[config.mk]
export PLATFORM = sky130hd
export DESIGN_NAME = vga_timing_ctrl
export DESIGN_NICKNAME = d
export VERILOG_FILES = /design/src/rtl/vga_pkg.sv /design/src/rtl/vga_sync_counter.sv /design/src/rtl/vga_timing_ctrl.sv
export SDC_FILE = /design/constraint.sdc
export NUM_CORES = 1
export LEC_CHECK = 0
export ABC_AREA = 1
export CORE_ASPECT_RATIO = 0.6
export CORE_MARGIN = 2
export CORE_UTILIZATION = 50
export CTS_CLUSTER_DIAMETER = 200
export DETAILED_ROUTE_END_ITERATION = 8
export HOLD_SLACK_MARGIN = 0.06
export PLACE_DENSITY = 0.92
export SYNTH_ARGS = -nofsm -noshare
export SYNTH_HDL_FRONTEND = slang
export SYNTH_HIERARCHICAL = 1
export SYNTH_SLANG_ARGS = --single-unit
[constraint.sdc]
create_clock -name vga_clk -period 2.5 [get_ports vga_clk]
set_input_delay 0.75 -clock vga_clk [delete_from_list [all_inputs] [get_ports vga_clk]]
set_output_delay 0.75 -clock vga_clk [all_outputs]
set_load 0.05 [all_outputs]
[src/rtl/vga_pkg.sv]
// Default VGA timing, RD_LAT bound, width helper and the sideband record
// that travels down the output delay line.
package vga_pkg;
  localparam int H_SYNC_D   = 96;
  localparam int H_BP_D     = 48;
  localparam int H_ACTIVE_D = 640;
  localparam int H_FP_D     = 16;
  localparam int V_SYNC_D   = 2;
  localparam int V_BP_D     = 33;
  localparam int V_ACTIVE_D = 480;
  localparam int V_FP_D     = 10;
  localparam int RD_LAT_MAX = 3;

  // Never returns less than 1 so that degenerate sizes still give a legal vector.
  function automatic int vga_clog2(input int v);
    int r;
    r = 0;
    while ((1 << r) < v) r++;
    return (r < 1) ? 1 : r;
  endfunction

  typedef struct packed {
    logic hs;
    logic vs;
    logic de;
    logic fs;
    logic ls;
    logic vb;
  } vga_sb_t;
endpackage

[src/rtl/vga_sync_counter.sv]
// One raster axis: sync, back porch, active, front porch counter advancing on tick.
module vga_sync_counter
  import vga_pkg::*;
#(
  parameter int SYNC   = H_SYNC_D,
  parameter int BP     = H_BP_D,
  parameter int ACTIVE = H_ACTIVE_D,
  parameter int FP     = H_FP_D,
  localparam int TOTAL = SYNC + BP + ACTIVE + FP,
  localparam int CW    = vga_clog2(TOTAL + 1),
  localparam int VW    = vga_clog2(ACTIVE)
) (
  input  logic          vga_clk,
  input  logic          clr,
  input  logic          en,
  input  logic          tick,
  output logic [CW-1:0] count,
  output logic          wrap,
  output logic          sync,
  output logic          active,
  output logic [VW-1:0] vis
);
  localparam logic [CW-1:0] LAST = CW'(TOTAL - 1);
  localparam logic [CW-1:0] S_HI = CW'(SYNC);
  localparam logic [CW-1:0] A_LO = CW'(SYNC + BP);
  localparam logic [CW-1:0] A_HI = CW'(SYNC + BP + ACTIVE);

  logic [CW-1:0] cnt_q, cnt_d, vis_full;

  always_comb begin
    cnt_d = cnt_q;
    if (!en)       cnt_d = '0;
    else if (tick) cnt_d = (cnt_q == LAST) ? '0 : cnt_q + 1'b1;
  end

  always_ff @(posedge vga_clk) begin
    if (clr) cnt_q <= '0;
    else     cnt_q <= cnt_d;
  end

  assign count    = cnt_q;
  assign wrap     = en & tick & (cnt_q == LAST);
  assign sync     = cnt_q < S_HI;
  assign active   = (cnt_q >= A_LO) && (cnt_q < A_HI);
  assign vis_full = cnt_q - A_LO;
  assign vis      = active ? vis_full[VW-1:0] : '0;
endmodule

[src/rtl/vga_timing_ctrl.sv]
// VGA raster controller: h/v counters, registered RAM address stage, RD_LAT
// sideband delay line and colour register so sync/de/strobes line up with r/g/b.
module vga_timing_ctrl
  import vga_pkg::*;
#(
  parameter int   H_SYNC   = H_SYNC_D,
  parameter int   H_BP     = H_BP_D,
  parameter int   H_ACTIVE = H_ACTIVE_D,
  parameter int   H_FP     = H_FP_D,
  parameter int   V_SYNC   = V_SYNC_D,
  parameter int   V_BP     = V_BP_D,
  parameter int   V_ACTIVE = V_ACTIVE_D,
  parameter int   V_FP     = V_FP_D,
  parameter logic HS_POL   = 1'b0,
  parameter logic VS_POL   = 1'b0,
  parameter int   COLOR_W  = 8,
  parameter int   RD_LAT   = 0,
  localparam int  ROW_W    = vga_clog2(V_ACTIVE),
  localparam int  COL_W    = vga_clog2(H_ACTIVE)
) (
  input  logic                 vga_clk,
  input  logic                 clr,
  input  logic                 en,
  input  logic                 scale2x,
  input  logic [3*COLOR_W-1:0] d_in,
  output logic [ROW_W-1:0]     row_addr,
  output logic [COL_W-1:0]     col_addr,
  output logic                 rdn,
  output logic [COLOR_W-1:0]   r,
  output logic [COLOR_W-1:0]   g,
  output logic [COLOR_W-1:0]   b,
  output logic                 hs,
  output logic                 vs,
  output logic                 de,
  output logic                 frame_start,
  output logic                 line_start,
  output logic                 vblank
);
  localparam int HCW = vga_clog2(H_SYNC + H_BP + H_ACTIVE + H_FP + 1);
  localparam int VCW = vga_clog2(V_SYNC + V_BP + V_ACTIVE + V_FP + 1);
  localparam int LAT = (RD_LAT > RD_LAT_MAX) ? RD_LAT_MAX : ((RD_LAT < 0) ? 0 : RD_LAT);
  localparam vga_sb_t SB_IDLE = '{hs: ~HS_POL, vs: ~VS_POL, de: 1'b0,
                                  fs: 1'b0, ls: 1'b0, vb: 1'b1};

  logic [HCW-1:0]   h_cnt;
  logic [VCW-1:0]   v_cnt;
  logic [COL_W-1:0] h_vis;
  logic [ROW_W-1:0] v_vis;
  logic             h_wrap, h_sync, h_act, v_wrap, v_sync, v_act;
  logic             unused_v_wrap;

  vga_sync_counter #(.SYNC(H_SYNC), .BP(H_BP), .ACTIVE(H_ACTIVE), .FP(H_FP)) u_h (
    .vga_clk(vga_clk), .clr(clr), .en(en), .tick(1'b1),
    .count(h_cnt), .wrap(h_wrap), .sync(h_sync), .active(h_act), .vis(h_vis)
  );

  vga_sync_counter #(.SYNC(V_SYNC), .BP(V_BP), .ACTIVE(V_ACTIVE), .FP(V_FP)) u_v (
    .vga_clk(vga_clk), .clr(clr), .en(en), .tick(h_wrap),
    .count(v_cnt), .wrap(v_wrap), .sync(v_sync), .active(v_act), .vis(v_vis)
  );

  assign unused_v_wrap = v_wrap;

  // Stage 0 is idle whenever en is low, so a disabled raster emits no syncs or strobes.
  logic    first_px;
  vga_sb_t sb0;
  assign first_px = (h_cnt == '0) && (v_cnt == '0);

  always_comb begin
    sb0 = SB_IDLE;
    if (en) begin
      sb0.hs = h_sync ? HS_POL : ~HS_POL;
      sb0.vs = v_sync ? VS_POL : ~VS_POL;
      sb0.de = h_act & v_act;
      sb0.fs = first_px;
      sb0.ls = (h_cnt == '0);
      sb0.vb = ~v_act;
    end
  end

  logic             scale_q, rdn_q;
  logic [COL_W-1:0] col_q, col_d;
  logic [ROW_W-1:0] row_q, row_d;

  always_comb begin
    col_d = '0;
    row_d = '0;
    if (sb0.de) begin
      col_d = scale_q ? (h_vis >> 1) : h_vis;
      row_d = scale_q ? (v_vis >> 1) : v_vis;
    end
  end

  // scale_q only moves at the top-left corner, so a frame never mixes modes.
  always_ff @(posedge vga_clk) begin
    if (clr) begin
      scale_q <= 1'b0;
      rdn_q   <= 1'b1;
      col_q   <= '0;
      row_q   <= '0;
    end else begin
      if (en && first_px) scale_q <= scale2x;
      rdn_q <= ~sb0.de;
      col_q <= col_d;
      row_q <= row_d;
    end
  end

  vga_sb_t              sb_pipe_q [LAT:0];
  vga_sb_t              out_q;
  logic [3*COLOR_W-1:0] rgb_q;

  always_ff @(posedge vga_clk) begin
    if (clr) begin
      for (int i = 0; i <= LAT; i++) sb_pipe_q[i] <= SB_IDLE;
    end else begin
      sb_pipe_q[0] <= sb0;
      for (int i = 1; i <= LAT; i++) sb_pipe_q[i] <= sb_pipe_q[i-1];
    end
  end

  // sb_pipe_q[LAT] is in the cycle where d_in holds the pixel for the same position.
  always_ff @(posedge vga_clk) begin
    if (clr) begin
      out_q <= SB_IDLE;
      rgb_q <= '0;
    end else begin
      out_q <= sb_pipe_q[LAT];
      rgb_q <= sb_pipe_q[LAT].de ? d_in : '0;
    end
  end

  assign row_addr    = row_q;
  assign col_addr    = col_q;
  assign rdn         = rdn_q;
  assign r           = rgb_q[3*COLOR_W-1:2*COLOR_W];
  assign g           = rgb_q[2*COLOR_W-1:COLOR_W];
  assign b           = rgb_q[COLOR_W-1:0];
  assign hs          = out_q.hs;
  assign vs          = out_q.vs;
  assign de          = out_q.de;
  assign frame_start = out_q.fs;
  assign line_start  = out_q.ls;
  assign vblank      = out_q.vb;
endmodule
==> results.toml <==
[placed_design]
place.gp.congestion = 0.952
hpwl_mm = 6.05
place.port_buffers = 77

[setup_path]
arrival_ns = 1.47
rr_startpoint = "u_v/count[0]$_SDFFE_PP0P_"
path_cells = "clkdlybuf4s50_1"
cp_max_fo = 1
r2r_end = "row_addr[8]$_SDFF_PP0_"
critPathSlowestCell = "clkdlybuf4s50_1"
endpoint_kind = "primary output"
crit_required_ns = 1.75
rrSetupSlack_ns = 0.33
startpoint_type = "flip-flop"
reg2reg_depth = 9
slowest_delay_ns = 0.81
critical_path_buf_inv_count = 1
cp_top_family = "buffers and inverters"
crit_type = "flip-flop to primary output"

[status]
outcome = "complete, no violations"

[timing]
worst_pin_slew_ns = 0.527
max_freq_ghz = 0.450
rsz0062_at_grt = "no"
timing.final.crit_share_pct = 88.9
maxSlewHeadroom_pct = 64.7
setup_violations = 0
layout_min_cycle_time_ns = 2.22
hold_viol_final = 0
fin_skew_ns = 0.00979
drv_slew = 0
setup_tns_ns = 0

[floorplan]
rows = 23
io_pins = 78
die_area_um2 = 7600
start_util_pct = 51.6
die_x_um = 111
die_y_um = 68.3
core_area_um2 = 6680

[clocking]
htreeDepth = 3
clock_latency_ns = 0.34
cts_num_sinks = 77
post-cts-setup-buffers = 0
clk_pin_slew_ns = 0.06
numCtsBuffers = 9
cts_root_buf = "clkbuf_16"
ctsHoldBuffers = 0
cts_resized = 0
cts_tree = "done"
cts.path.max_buffers = 2

[grt]
grt_antenna_before_repair = 0
grt_usage_pct = 22.6
grt_pass1_wl_mm = 13.3
overflow = 0
grt_max_degree = 26
first_global_vias = 2762

[synthesis]
syn_area_um2 = 3450
postSynthCellCount = 456
yosysWarnings = 6
avgSynthCellArea_um2 = 7.56

[hold_path]
hold_path.startpoint = "sb_pipe_q[0][2]$_SDFF_PP0_"
min_delay_path_depth = 2
whs_endpoint = "frame_start$_SDFF_PP0_"
hold_class = "flip-flop to flip-flop"

[detailed_routing]
routed_wl_mm = 8.15
vias_per_cell = 4.92
drt-initial-drc-count = 281
drt_pass1_iterations = 6
ant_nets = 0
wl_per_cell_um = 13.0
drc = 0
via_count = 3092

[layout]
diodes = 0
fillers = 515
seq_area_um2 = 1540
syn_to_final_growth_pct = 32.2
multi_input_area_um2 = 1540
fin_nets = 573
drive_gt1_share_pct = 12.7
final_util_pct = 68.3

[flow_run]
cap_viol_max_count = 0

[pwr]
powerDensity_nw_per_um2 = 583
irDropWorstVdd_v = 0.000422
p_leak_uw = 0.00201
-- flip-flops by register name, indices dropped and copies added, names as in the netlist --
name         flops
rdn              1
vs               1
col_addr        10
u_h/count       10
frame_start      1
row_addr         9
sb_pipe_q        6
line_start       1
rgb_q           24
hs               1
scale_q          1
de               1
vblank           1
u_v/count       10
-- cells in the final DEF (no fill, tap or decap), types with 9 or more instances in the layout --
| cell type | n |
|---|---|
| xor2_1 | 13 |
| nor2_1 | 67 |
| dfxtp_1 | 77 |
| clkdlybuf4s50_1 | 77 |
| a21oi_1 | 27 |
| inv_1 | 67 |
| nand3_1 | 15 |
| nand2_1 | 97 |
| clkbuf_16 | 9 |
| nor2_2 | 21 |
-- how the worst max path moves through the flow --
stage                                         start                         to  depth (start not counted)
after CTS                    row_addr[2]$_SDFF_PP0_                row_addr[2]                          1
after floorplan                                  en  u_v/count[4]$_SDFFE_PP0P_                          6
final                        row_addr[2]$_SDFF_PP0_                row_addr[2]                          1
after global placement                           en  u_v/count[4]$_SDFFE_PP0P_                         11
after global routing      u_v/count[0]$_SDFFE_PP0P_     row_addr[8]$_SDFF_PP0_                          9
after detailed placement                         en  u_v/count[0]$_SDFFE_PP0P_                         11
-- power by group --
part           internal (uW)  switching (uW)  total, uW
sequential              1240            3.56       1240
clock                    797             497       1290
combinational           56.9            65.2        122
-- cell type report --
cell class	count	area share, %
clock buffers	10	5.24
clock inverters	5	1.32
inverters	73	6.01
multi-input cells	297	33.8
flip-flops and latches	77	33.8
well taps	87	2.39
repair buffers	80	17.4
-- metrics by stage --
step / cell area [um^2] / hold WS [ns] / power, uW / cells / worst slack (ns)
global route: 4560 / 0.426 / 2750 / 629 / 0.172
global placement: 4260 / 0.401 / 1380 / 614 / 0.200
detailed placement: 4260 / 0.400 / 1390 / 614 / 0.157
floorplan: 3460 / 0.388 / 1320 / 459 / 0.619
finish: 4560 / 0.407 / 2660 / 629 / 0.278
CTS: 4560 / 0.409 / 2680 / 629 / 0.267
-- worst register-to-register path, stage by stage, from the launching register on --
cell     delay (ns)
dfxtp_1        0.47
ha_1           0.31
inv_1          0.15
nand3_2        0.13
nand2_4        0.08
nand3_4        0.13
nand2_8        0.10
inv_2          0.08
nand3_2        0.35
nor3b_1        0.29
-- routing by layer --
metal / global-route usage (%) / routed length (um) / vias to the layer above / part of all wire [%]
met5: 0 / 0 / - / 0
met4: 7.10 / 93 / 0 / 1.1
met3: 8.15 / 715 / 13 / 8.8
met2: 33.8 / 3420 / 143 / 42
met1: 30.7 / 3920 / 1397 / 48
li1: - / - / 1539 / -
(Power assumes the default switching activity.)
